<file path="config.mk">
export PLATFORM = sky130hd
export DESIGN_NAME = accum_feeder
export DESIGN_NICKNAME = d
export VERILOG_FILES = /design/src/rtl/accum_pkg.sv /design/src/rtl/accum_feeder_sync_fifo.sv /design/src/rtl/accum_feeder.sv
export SDC_FILE = /design/constraint.sdc
export NUM_CORES = 1
export LEC_CHECK = 0
export CORE_MARGIN = 5
export CORE_UTILIZATION = 50
export DETAILED_ROUTE_END_ITERATION = 10
export HOLD_SLACK_MARGIN = 0.1
export PLACE_DENSITY = 0.76
export RECOVER_POWER = 50
export SLEW_MARGIN = 20
export SYNTH_ARGS = -nofsm -noshare
export SYNTH_HDL_FRONTEND = slang
export SYNTH_SLANG_ARGS = --single-unit
</file>
<file path="constraint.sdc">
create_clock -name CLK -period 2.31 [get_ports CLK]
set_input_delay 0.462 -clock CLK [delete_from_list [all_inputs] [get_ports CLK]]
set_output_delay 0.462 -clock CLK [all_outputs]
set_load 0.03 [all_outputs]
</file>
<file path="src/rtl/accum_pkg.sv">
// Shared definitions for the accumulator and its upstream feeder.
package accum_pkg;

    typedef enum logic [1:0] {
        IDLE  = 2'd0,
        ISSUE = 2'd1,
        HOLD  = 2'd2
    } state_e;

    // The accumulator samples value this many cycles after its enable pulse.
    localparam int unsigned ACC_CAPTURE_LAT = 2;
    localparam int unsigned MIN_HOLD        = ACC_CAPTURE_LAT + 1;

endpackage

</file>
<file path="src/rtl/accum_feeder_sync_fifo.sv">
// Small synchronous FIFO with show-ahead output; pointers wrap modulo DEPTH.
module sync_fifo #(
    parameter int unsigned DATA_W = 32,
    parameter int unsigned DEPTH  = 4
) (
    input  logic                     CLK,
    input  logic                     RST,
    input  logic                     push,
    input  logic                     pop,
    input  logic [DATA_W-1:0]        din,
    output logic [DATA_W-1:0]        dout,
    output logic                     full,
    output logic                     empty,
    output logic [$clog2(DEPTH):0]   count
);
    localparam int unsigned PTR_W = $clog2(DEPTH);
    localparam int unsigned CNT_W = PTR_W + 1;

    if (DEPTH < 2 || (DEPTH & (DEPTH - 1)) != 0) begin : g_depth_chk
        $error("sync_fifo: DEPTH must be a power of 2 and at least 2");
    end

    logic [DATA_W-1:0] mem_q [DEPTH];
    logic [PTR_W-1:0]  wr_ptr_q;
    logic [PTR_W-1:0]  rd_ptr_q;
    logic [CNT_W-1:0]  count_q;
    logic              do_push;
    logic              do_pop;

    // A full FIFO refuses pushes even when a pop frees a slot in the same cycle.
    assign do_push = push && !full;
    assign do_pop  = pop && !empty;

    assign full  = (count_q == CNT_W'(DEPTH));
    assign empty = (count_q == '0);
    assign count = count_q;
    assign dout  = mem_q[rd_ptr_q];

    always_ff @(posedge CLK) begin
        if (RST) begin
            wr_ptr_q <= '0;
            rd_ptr_q <= '0;
            count_q  <= '0;
        end else begin
            if (do_push) wr_ptr_q <= wr_ptr_q + PTR_W'(1);
            if (do_pop)  rd_ptr_q <= rd_ptr_q + PTR_W'(1);
            if (do_push && !do_pop) begin
                count_q <= count_q + CNT_W'(1);
            end else if (!do_push && do_pop) begin
                count_q <= count_q - CNT_W'(1);
            end
        end
    end

    always_ff @(posedge CLK) begin
        if (do_push) mem_q[wr_ptr_q] <= din;
    end

endmodule

</file>
<file path="src/rtl/accum_feeder.sv">
// Feeds buffered words to the accumulator as 1-cycle enables, holding value
// through the capture window and spacing issues HOLD_CYCLES apart.
module accum_feeder
    import accum_pkg::*;
#(
    parameter int unsigned DATA_W      = 32,
    parameter int unsigned DEPTH       = 4,
    parameter int unsigned HOLD_CYCLES = 3,
    parameter int unsigned CNT_W       = 16
) (
    input  logic                     CLK,
    input  logic                     RST,
    input  logic                     in_valid,
    input  logic [DATA_W-1:0]        in_data,
    output logic                     in_ready,
    input  logic                     stall,
    output logic                     enable,
    output logic [DATA_W-1:0]        value,
    output logic                     busy,
    output logic [$clog2(DEPTH):0]   fifo_count,
    output logic [CNT_W-1:0]         issued_count
);
    localparam int unsigned HOLD_W = $clog2(HOLD_CYCLES);

    if (HOLD_CYCLES < MIN_HOLD) begin : g_hold_chk
        $error("accum_feeder: HOLD_CYCLES must cover the accumulator capture latency");
    end

    state_e             state_q;
    logic [HOLD_W-1:0]  hold_q;
    logic               enable_q;
    logic               busy_q;
    logic [DATA_W-1:0]  value_q;
    logic [CNT_W-1:0]   issued_q;

    logic               fifo_full;
    logic               fifo_empty;
    logic [DATA_W-1:0]  fifo_dout;
    logic               fifo_push;
    logic               issue_d;

    assign in_ready  = !fifo_full && !RST;
    assign fifo_push = in_valid && in_ready;

    // Issue decision points: any IDLE cycle, or the last HOLD cycle.
    assign issue_d = !RST && !fifo_empty && !stall &&
                     ((state_q == IDLE) || (state_q == HOLD && hold_q == '0));

    sync_fifo #(
        .DATA_W (DATA_W),
        .DEPTH  (DEPTH)
    ) u_fifo (
        .CLK   (CLK),
        .RST   (RST),
        .push  (fifo_push),
        .pop   (issue_d),
        .din   (in_data),
        .dout  (fifo_dout),
        .full  (fifo_full),
        .empty (fifo_empty),
        .count (fifo_count)
    );

    always_ff @(posedge CLK) begin
        if (RST) begin
            state_q  <= IDLE;
            hold_q   <= '0;
            enable_q <= 1'b0;
            busy_q   <= 1'b0;
            value_q  <= '0;
            issued_q <= '0;
        end else begin
            if (state_q == ISSUE) issued_q <= issued_q + CNT_W'(1);
            if (issue_d) begin
                state_q  <= ISSUE;
                enable_q <= 1'b1;
                busy_q   <= 1'b1;
                value_q  <= fifo_dout;
            end else begin
                enable_q <= 1'b0;
                unique case (state_q)
                    ISSUE: begin
                        state_q <= HOLD;
                        hold_q  <= HOLD_W'(HOLD_CYCLES - 2);
                        busy_q  <= 1'b1;
                    end
                    HOLD: begin
                        if (hold_q == '0) begin
                            state_q <= IDLE;
                            busy_q  <= 1'b0;
                        end else begin
                            hold_q <= hold_q - HOLD_W'(1);
                        end
                    end
                    default: begin
                        state_q <= IDLE;
                        busy_q  <= 1'b0;
                    end
                endcase
            end
        end
    end

    assign enable       = enable_q;
    assign value        = value_q;
    assign busy         = busy_q;
    assign issued_count = issued_q;

endmodule

</file>
==> results.sh, run 1 <==
export IMPL_status="completed"
export IMPL_netSwitchingPower_w=0.00217
export IMPL_finalHoldViolCount=0
export IMPL_synth_common_cells="edfxtp_1 (128), nand2_1 (73), dfxtp_1 (61)"
export IMPL_synth_fp_nets=512
export IMPL_dp_hpwl_um=9050
export IMPL_die_area_mm2=0.0168
export IMPL_ctsHtreeMaxLevel=4
export IMPL_ctsResizeCount=0
export IMPL_grt_pass1_vias=4342
export IMPL_vias=4134
export IMPL_r2r_end="u_fifo.count[2]$_SDFFE_PP0P_"
export IMPL_p_comb_share_pct=18.3
export IMPL_regToRegSetupSlack_ns=0.12
export IMPL_cp_start_kind="flop"
export IMPL_cp_max_fo=4
export IMPL_max_freq_mhz=456
export IMPL_hold_path_end="value[4]$_SDFFE_PP0P_"
export IMPL_period_needed_ns=2.19
export IMPL_whs_ns=0.456
export IMPL_antenna_found_initial=1
export IMPL_avgSynthCellArea_um2=15.4
export IMPL_endpoint_kind="flop"
export IMPL_cts_num_sinks=189
export IMPL_power_density_mw_per_mm2=919
export IMPL_post_synth_top_count_cell="edfxtp_1"
export IMPL_grt_use_total_pct=17.4
export IMPL_rsz0062_at_grt="false"
export IMPL_min_from="value[4]$_SDFFE_PP0P_"
export IMPL_p_seq_share_pct=48.9
export IMPL_slew_headroom_pct=40.7
export IMPL_p_int_w=0.00602
export IMPL_synthFlopType="edfxtp_1"
export IMPL_async_flop_share_pct=0
export IMPL_area_growth_pct=24.8
export IMPL_power_share_clock_pct=32.9
export IMPL_hp_class="flop to flop"
export IMPL_cts_path_max_buffers=2
export IMPL_grt_pass1_wl_um=22100
export IMPL_wirelength_um=13800
export IMPL_wire_per_inst_um=17.9
export IMPL_yosysTopAreaCell="edfxtp_1"
export IMPL_initial_utilization_pct=51.2
export IMPL_ys_ff_latch=189
export IMPL_swShare_pct=26.5
export IMPL_ys_warnings_count=0
export IMPL_stdcell_area_mm2=0.00891
export IMPL_clk_latency_ns=0.42
export IMPL_placed_cell_area_mm2=0.00840
export IMPL_cts_tree="built"
export IMPL_gp_congestion=0.736
export IMPL_drt_vias_per_instance=5.39
export IMPL_firstDrtPassIters=4
export IMPL_r2r_cells=11
export IMPL_fin_util_pct=64.0
export IMPL_postRouteAntennaNets=0
export IMPL_die_y_um=129
export IMPL_slew_violations=0
export IMPL_skew_ns=0.0111
export IMPL_drc=0
export IMPL_synth_cell_area_mm2=0.00714
export IMPL_whs_path_depth=2
export IMPL_row_count=43
export IMPL_die_x_um=129
export IMPL_critPathArrivalTime_ns=2.54
export IMPL_critPathRequiredTime_ns=2.66
export IMPL_ctsHoldBuffers=0
export IMPL_clkTransAtPathRegs_ns=0.06
export IMPL_synth_edff_count=128
export IMPL_grt_overflow_total=0
export IMPL_r2r_start="state_q[0]$_SDFFE_PP0P_"
export IMPL_setup_viol=0
export IMPL_cellLeakagePower_nw=2.94
export IMPL_core_area_mm2=0.0139
export IMPL_io_buffers=89
export IMPL_grt_max_degree=53
export IMPL_numCtsBuffers=17
export IMPL_drt_iter0_drc=217
export IMPL_finalCritPeriodShare_pct=94.9
export IMPL_root_buffer="clkbuf_16"
export IMPL_ys_seq_area_share_pct=70.9
export IMPL_ys_types=35
export IMPL_synthCells=465
export IMPL_path_class="flop to flop"
export IMPL_cts_setup_buffers=0
export IMPL_ir_drop_mv=0.627
export IMPL_worstMarginPinSlew_ns=0.890
export IMPL_post_route_cells_drive_above_1_share_pct=16.7
export IMPL_drv_cap=0
export IMPL_synth_area_leaders="edfxtp_1 (54%), dfxtp_1 (17%), mux4_2 (10%)"
export IMPL_netlist_area_leader_share_pct=53.8
export IMPL_nNetsFinal=620
export IMPL_num_io_pins=90
-- how the worst max path moves through the flow --
| stage | start | end | cells past startpoint | slack, ns |
|---|---|---|---|---|
| 6_report | state_q[0]$_SDFFE_PP0P_ | u_fifo.count[2]$_SDFFE_PP0P_ | 11 | 0.12 |
| 5_1_grt | state_q[1]$_SDFFE_PP0P_ | u_fifo.count[2]$_SDFFE_PP0P_ | 11 | 0.009 |
| 4_1_cts | u_fifo.count[0]$_SDFFE_PP0P_ | in_ready | 3 | 0.06 |
| 3_5_place_dp | in_valid | u_fifo.count[2]$_SDFFE_PP0P_ | 9 | -0.27 |
| 3_3_place_gp | in_valid | u_fifo.count[2]$_SDFFE_PP0P_ | 9 | -0.14 |
| 2_1_floorplan | state_q[0]$_SDFFE_PP0P_ | u_fifo.count[2]$_SDFFE_PP0P_ | 12 | 0.0002 |
-- layer usage --
| layer | GRT usage (%) | up-vias | part of all wire [%] |
|---|---|---|---|
| met5 | 0 | - | 0 |
| met4 | 5.99 | 0 | 0.65 |
| met3 | 4.20 | 4 | 5.1 |
| met2 | 30.2 | 122 | 53 |
| met1 | 21.4 | 2072 | 41 |
| li1 | - | 1936 | - |
-- worst max-delay path: stages, from the launching register on --
cell	delay, ns
dfxtp_1	0.35
inv_1	0.07
ha_2	0.21
a21oi_2	0.18
nor4_4	0.06
inv_2	0.06
ha_1	0.16
inv_1	0.06
fa_1	0.37
xor2_1	0.16
or3_1	0.31
a21oi_1	0.13
-- layout make-up --
type | instances | area, um2
multi-input combinational | 244 | 1950
antenna | 1 | 2.50
timing repair buffer | 111 | 1070
inverter | 10 | 37.5
tap | 180 | 225
clock buffer | 19 | 433
sequential | 189 | 5070
fill | 983 | 5020
clock inverter | 13 | 118
-- placed cells by master (no fill, tap or decap), types with 3 or more instances in the layout --
cell type and instances:
edfxtp_1 128, xnor2_1 5, nor2b_1 5, nor3_1 3, xor2_1 9, clkbuf_1 5
clkinvlp_4 3, mux2_2 3, ha_1 9, buf_4 11, dfxtp_1 55, clkdlybuf4s50_1 55
a21oi_1 34, dfxtp_2 6, mux4_2 32, nor2_1 24, clkbuf_2 3, mux2i_1 6
buf_12 3, inv_1 9, o21ai_0 3, nand3b_1 3, clkinv_2 3, nand4_1 10
clkbuf_16 17, nand2_1 73, dlygate4sd3_1 32
-- power groups by stage --
stage | clock network (W) | registers (W) | logic (W)
finish | 0.00269 | 0.00400 | 0.00149
detailed placement | 0 | 0.00407 | 0.00154
global route | 0.00291 | 0.00403 | 0.00162
CTS | 0.00276 | 0.00400 | 0.00155
floorplan | 0 | 0.00426 | 0.000757
global placement | 0 | 0.00405 | 0.00150
-- through the flow --
| stage | TNS, ns | setup WS [ns] | cells | power [W] |
|---|---|---|---|---|
| 2_1_floorplan | 0 | 0.000150 | 465 | 0.00502 |
| 3_3_place_gp | -0.139 | -0.139 | 734 | 0.00556 |
| 3_5_place_dp | -0.334 | -0.270 | 734 | 0.00562 |
| 4_1_cts | 0 | 0.0595 | 766 | 0.00831 |
| 5_1_grt | 0 | 0.00881 | 767 | 0.00855 |
| 6_report | 0 | 0.119 | 767 | 0.00819 |
-- registers in the layout, indices dropped and copies added (netlist names) --
signal / count
u_fifo.rd_ptr_q: 2
issued_count: 16
u_fifo.mem_q: 128
busy: 1
u_fifo.count: 3
value: 32
hold_q: 2
u_fifo.wr_ptr_q: 2
enable: 1
state_q: 2
-- cells by family (layout without fill, tap and decap cells) --
family                     after synthesis  after routing  share of synthesized area [%]
DFF                                    189            189                           70.9
and+or+nand+nor                        135            135                           8.73
AOI/OAI and AO/OA                       43             43                           3.33
muxes                                   41             41                           11.4
buffers and inverters                   32            153                           1.84
xor gates and xnor gates                14             14                           1.72
adders and majority gates               11             11                           2.03
other                                    0              1                              0
(Power assumes the default switching activity.)
==> inputs of run 2 (changes only) <==
Settings changed: ABC_CLOCK_PERIOD_IN_PS set to 2450, CORE_UTILIZATION 50 to 55, PLACE_DENSITY 0.76 to 0.79.
Clock period 2.31 ns to 2.45 ns, I/O delays scaled along.
==> run 2 against run 1 <==
Count of clock-buffer cells in the layout is the same. Combinational power shrank 8%. Die area shrank 8.4%. Register-to-register slack gained 0.05 ns. Clock skew shrank 0.0063 ns. Total power grew 0.72%. Critical path type is now input pin to flop. Largest cell class unchanged.
==> results.sh, run 2 (synthesized netlist as in run 1, its figures left out) <==
export IMPL_endpoint_kind="flop"
export IMPL_path_class="input pin to flop"
export IMPL_die_y_um=124
export IMPL_slowest_delay_ns=0.47
export IMPL_final_cell_mix="edfxtp_1 (128), nand2_1 (73), dfxtp_1 (58), clkdlybuf4s50_1 (56), a21oi_1 (35)"
export IMPL_vias=4126
export IMPL_setup_viol=0
export IMPL_antenna_found_initial=0
export IMPL_drt_vias_per_instance=5.47
export IMPL_finalCritPeriodShare_pct=93.4
export IMPL_ctsHoldBuffers=0
export IMPL_wirelength_um=13800
export IMPL_grt_overflow_total=0
export IMPL_row_count=41
export IMPL_fin_util_pct=70.6
export IMPL_gp_congestion=0.787
export IMPL_startpoint="in_valid"
export IMPL_area_growth_pct=25.2
export IMPL_slew_headroom_pct=42.1
export IMPL_wire_per_inst_um=18.2
export IMPL_post_route_cells_drive_above_1_share_pct=14.9
export IMPL_initial_utilization_pct=56.3
export IMPL_place_ws_ns=-0.122
export IMPL_die_x_um=124
export IMPL_critPathRequiredTime_ns=2.51
export IMPL_critPathArrivalTime_ns=2.35
export IMPL_finalHoldViolCount=0
export IMPL_dp_hpwl_um=8740
export IMPL_ctsHtreeMaxLevel=4
export IMPL_skew_ns=0.00482
export IMPL_fillers=840
export IMPL_antenna_cells=0
export IMPL_grt_use_total_pct=19.4
export IMPL_clk_latency_ns=0.43
export IMPL_cts_path_max_buffers=2
export IMPL_slew_violations=0
export IMPL_worstMarginPinSlew_ns=0.869
export IMPL_cp_start_kind="input pin"
export IMPL_grt_max_degree=53
export IMPL_die_area_mm2=0.0154
export IMPL_ctsResizeCount=0
export IMPL_cts_tree="built"
export IMPL_io_buffers=89
export IMPL_critical_path_slowest_cell="clkbuf_2"
export IMPL_grt_pass1_vias=4268
export IMPL_min_from="RST"
export IMPL_root_buffer="clkbuf_16"
export IMPL_ir_drop_mv=0.536
export IMPL_power_density_mw_per_mm2=922
export IMPL_largest_reg_flops=128
export IMPL_setup_tns_ns=0
export IMPL_cp_max_fo=18
export IMPL_period_needed_ns=2.29
export IMPL_postRouteAntennaNets=0
export IMPL_r2r_start="u_fifo.count[1]$_SDFFE_PP0P_"
export IMPL_core_area_mm2=0.0127
export IMPL_numCtsBuffers=17
export IMPL_max_freq_mhz=437
export IMPL_num_io_pins=90
export IMPL_drt_iter0_drc=359
export IMPL_status="completed"
export IMPL_hp_class="input pin to flop"
export IMPL_final_common_cell="edfxtp_1"
export IMPL_firstDrtPassIters=5
export IMPL_nNetsFinal=616
export IMPL_largest_register="u_fifo.mem_q"
export IMPL_drc=0
export IMPL_rsz0062_at_grt="false"
export IMPL_setup_slack_ns=0.161
export IMPL_cts_num_sinks=189
export IMPL_cellLeakagePower_nw=2.98
export IMPL_drv_cap=0
export IMPL_clkTransAtPathRegs_ns=0.06
export IMPL_grt_pass1_wl_um=22000
export IMPL_worstPathCellList="clkdlybuf4s50_1 > inv_1 > a211oi_1 > clkbuf_1 > and2_0 > clkbuf_2"
export IMPL_cts_setup_buffers=0
[run 2: cell count changes in the layout (fill, tap and decap cells not counted), sizes merged]
cell | before | now
inv | 13 | 10
clkdlybuf4s50 | 55 | 56
clkinv | 6 | 5
diode | 1 | 0
clkinvlp | 3 | 1
clkbuf | 27 | 23
bufinv | 1 | 7
dlymetal6s2s | 1 | 0
[run 2: final timing paths]
check / cells past startpoint / end / slack, ns
max: 6 / u_fifo.mem_q[3][17]$_DFFE_PP_ / 0.16
min: 2 / state_q[0]$_SDFFE_PP0P_ / 0.36
max reg2reg: 5 / u_fifo.mem_q[3][17]$_DFFE_PP_ / 0.17
min reg2reg: 2 / value[9]$_SDFFE_PP0P_ / 0.46
[run 2: metal layers]
layer,GRT usage (%),vias to the layer above,share of wire (%)
met4,6.57,0,1.7
met3,5.27,26,6.3
met2,32.3,134,51
li1,-,1929,-
met5,0,-,0
met1,24.7,2037,41
[run 2: final cells by class]
class | instances | area [um2] | area share [%]
flip-flops and latches | 189 | 5070 | 56.7
multi-input cells | 244 | 1920 | 21.5
repair buffers | 107 | 1020 | 11.4
clock buffers | 19 | 433 | 4.84
clock inverters | 13 | 244 | 2.73
well taps | 172 | 215 | 2.41
inverters | 10 | 37.5 | 0.420
[run 2: report_power, final]
group | leakage (nW) | internal (W) | switching [W] | total, W
Combinational | 0.993 | 0.000602 | 0.000768 | 0.00137
Clock | 0.326 | 0.00201 | 0.00110 | 0.00311
Sequential | 1.66 | 0.00364 | 0.000126 | 0.00377
[run 2: critical path, delay by kind of cell]
family | cells | cell delay [ns]
AO/OA/AOI/OAI | 1 | 0.31
buffers and inverters | 4 | 1.32
AND/OR/NAND/NOR | 1 | 0.22
[run 2: through the flow]
stage | area [um2] | power, W | hold slack, ns | std cells
floorplan | 7140 | 0.00472 | 0.447 | 465
finish | 8940 | 0.00825 | 0.358 | 754
global route | 8940 | 0.00858 | 0.362 | 754
detailed placement | 8340 | 0.00525 | 0.449 | 722
CTS | 9020 | 0.00835 | 0.382 | 754
global placement | 8340 | 0.00520 | 0.442 | 722
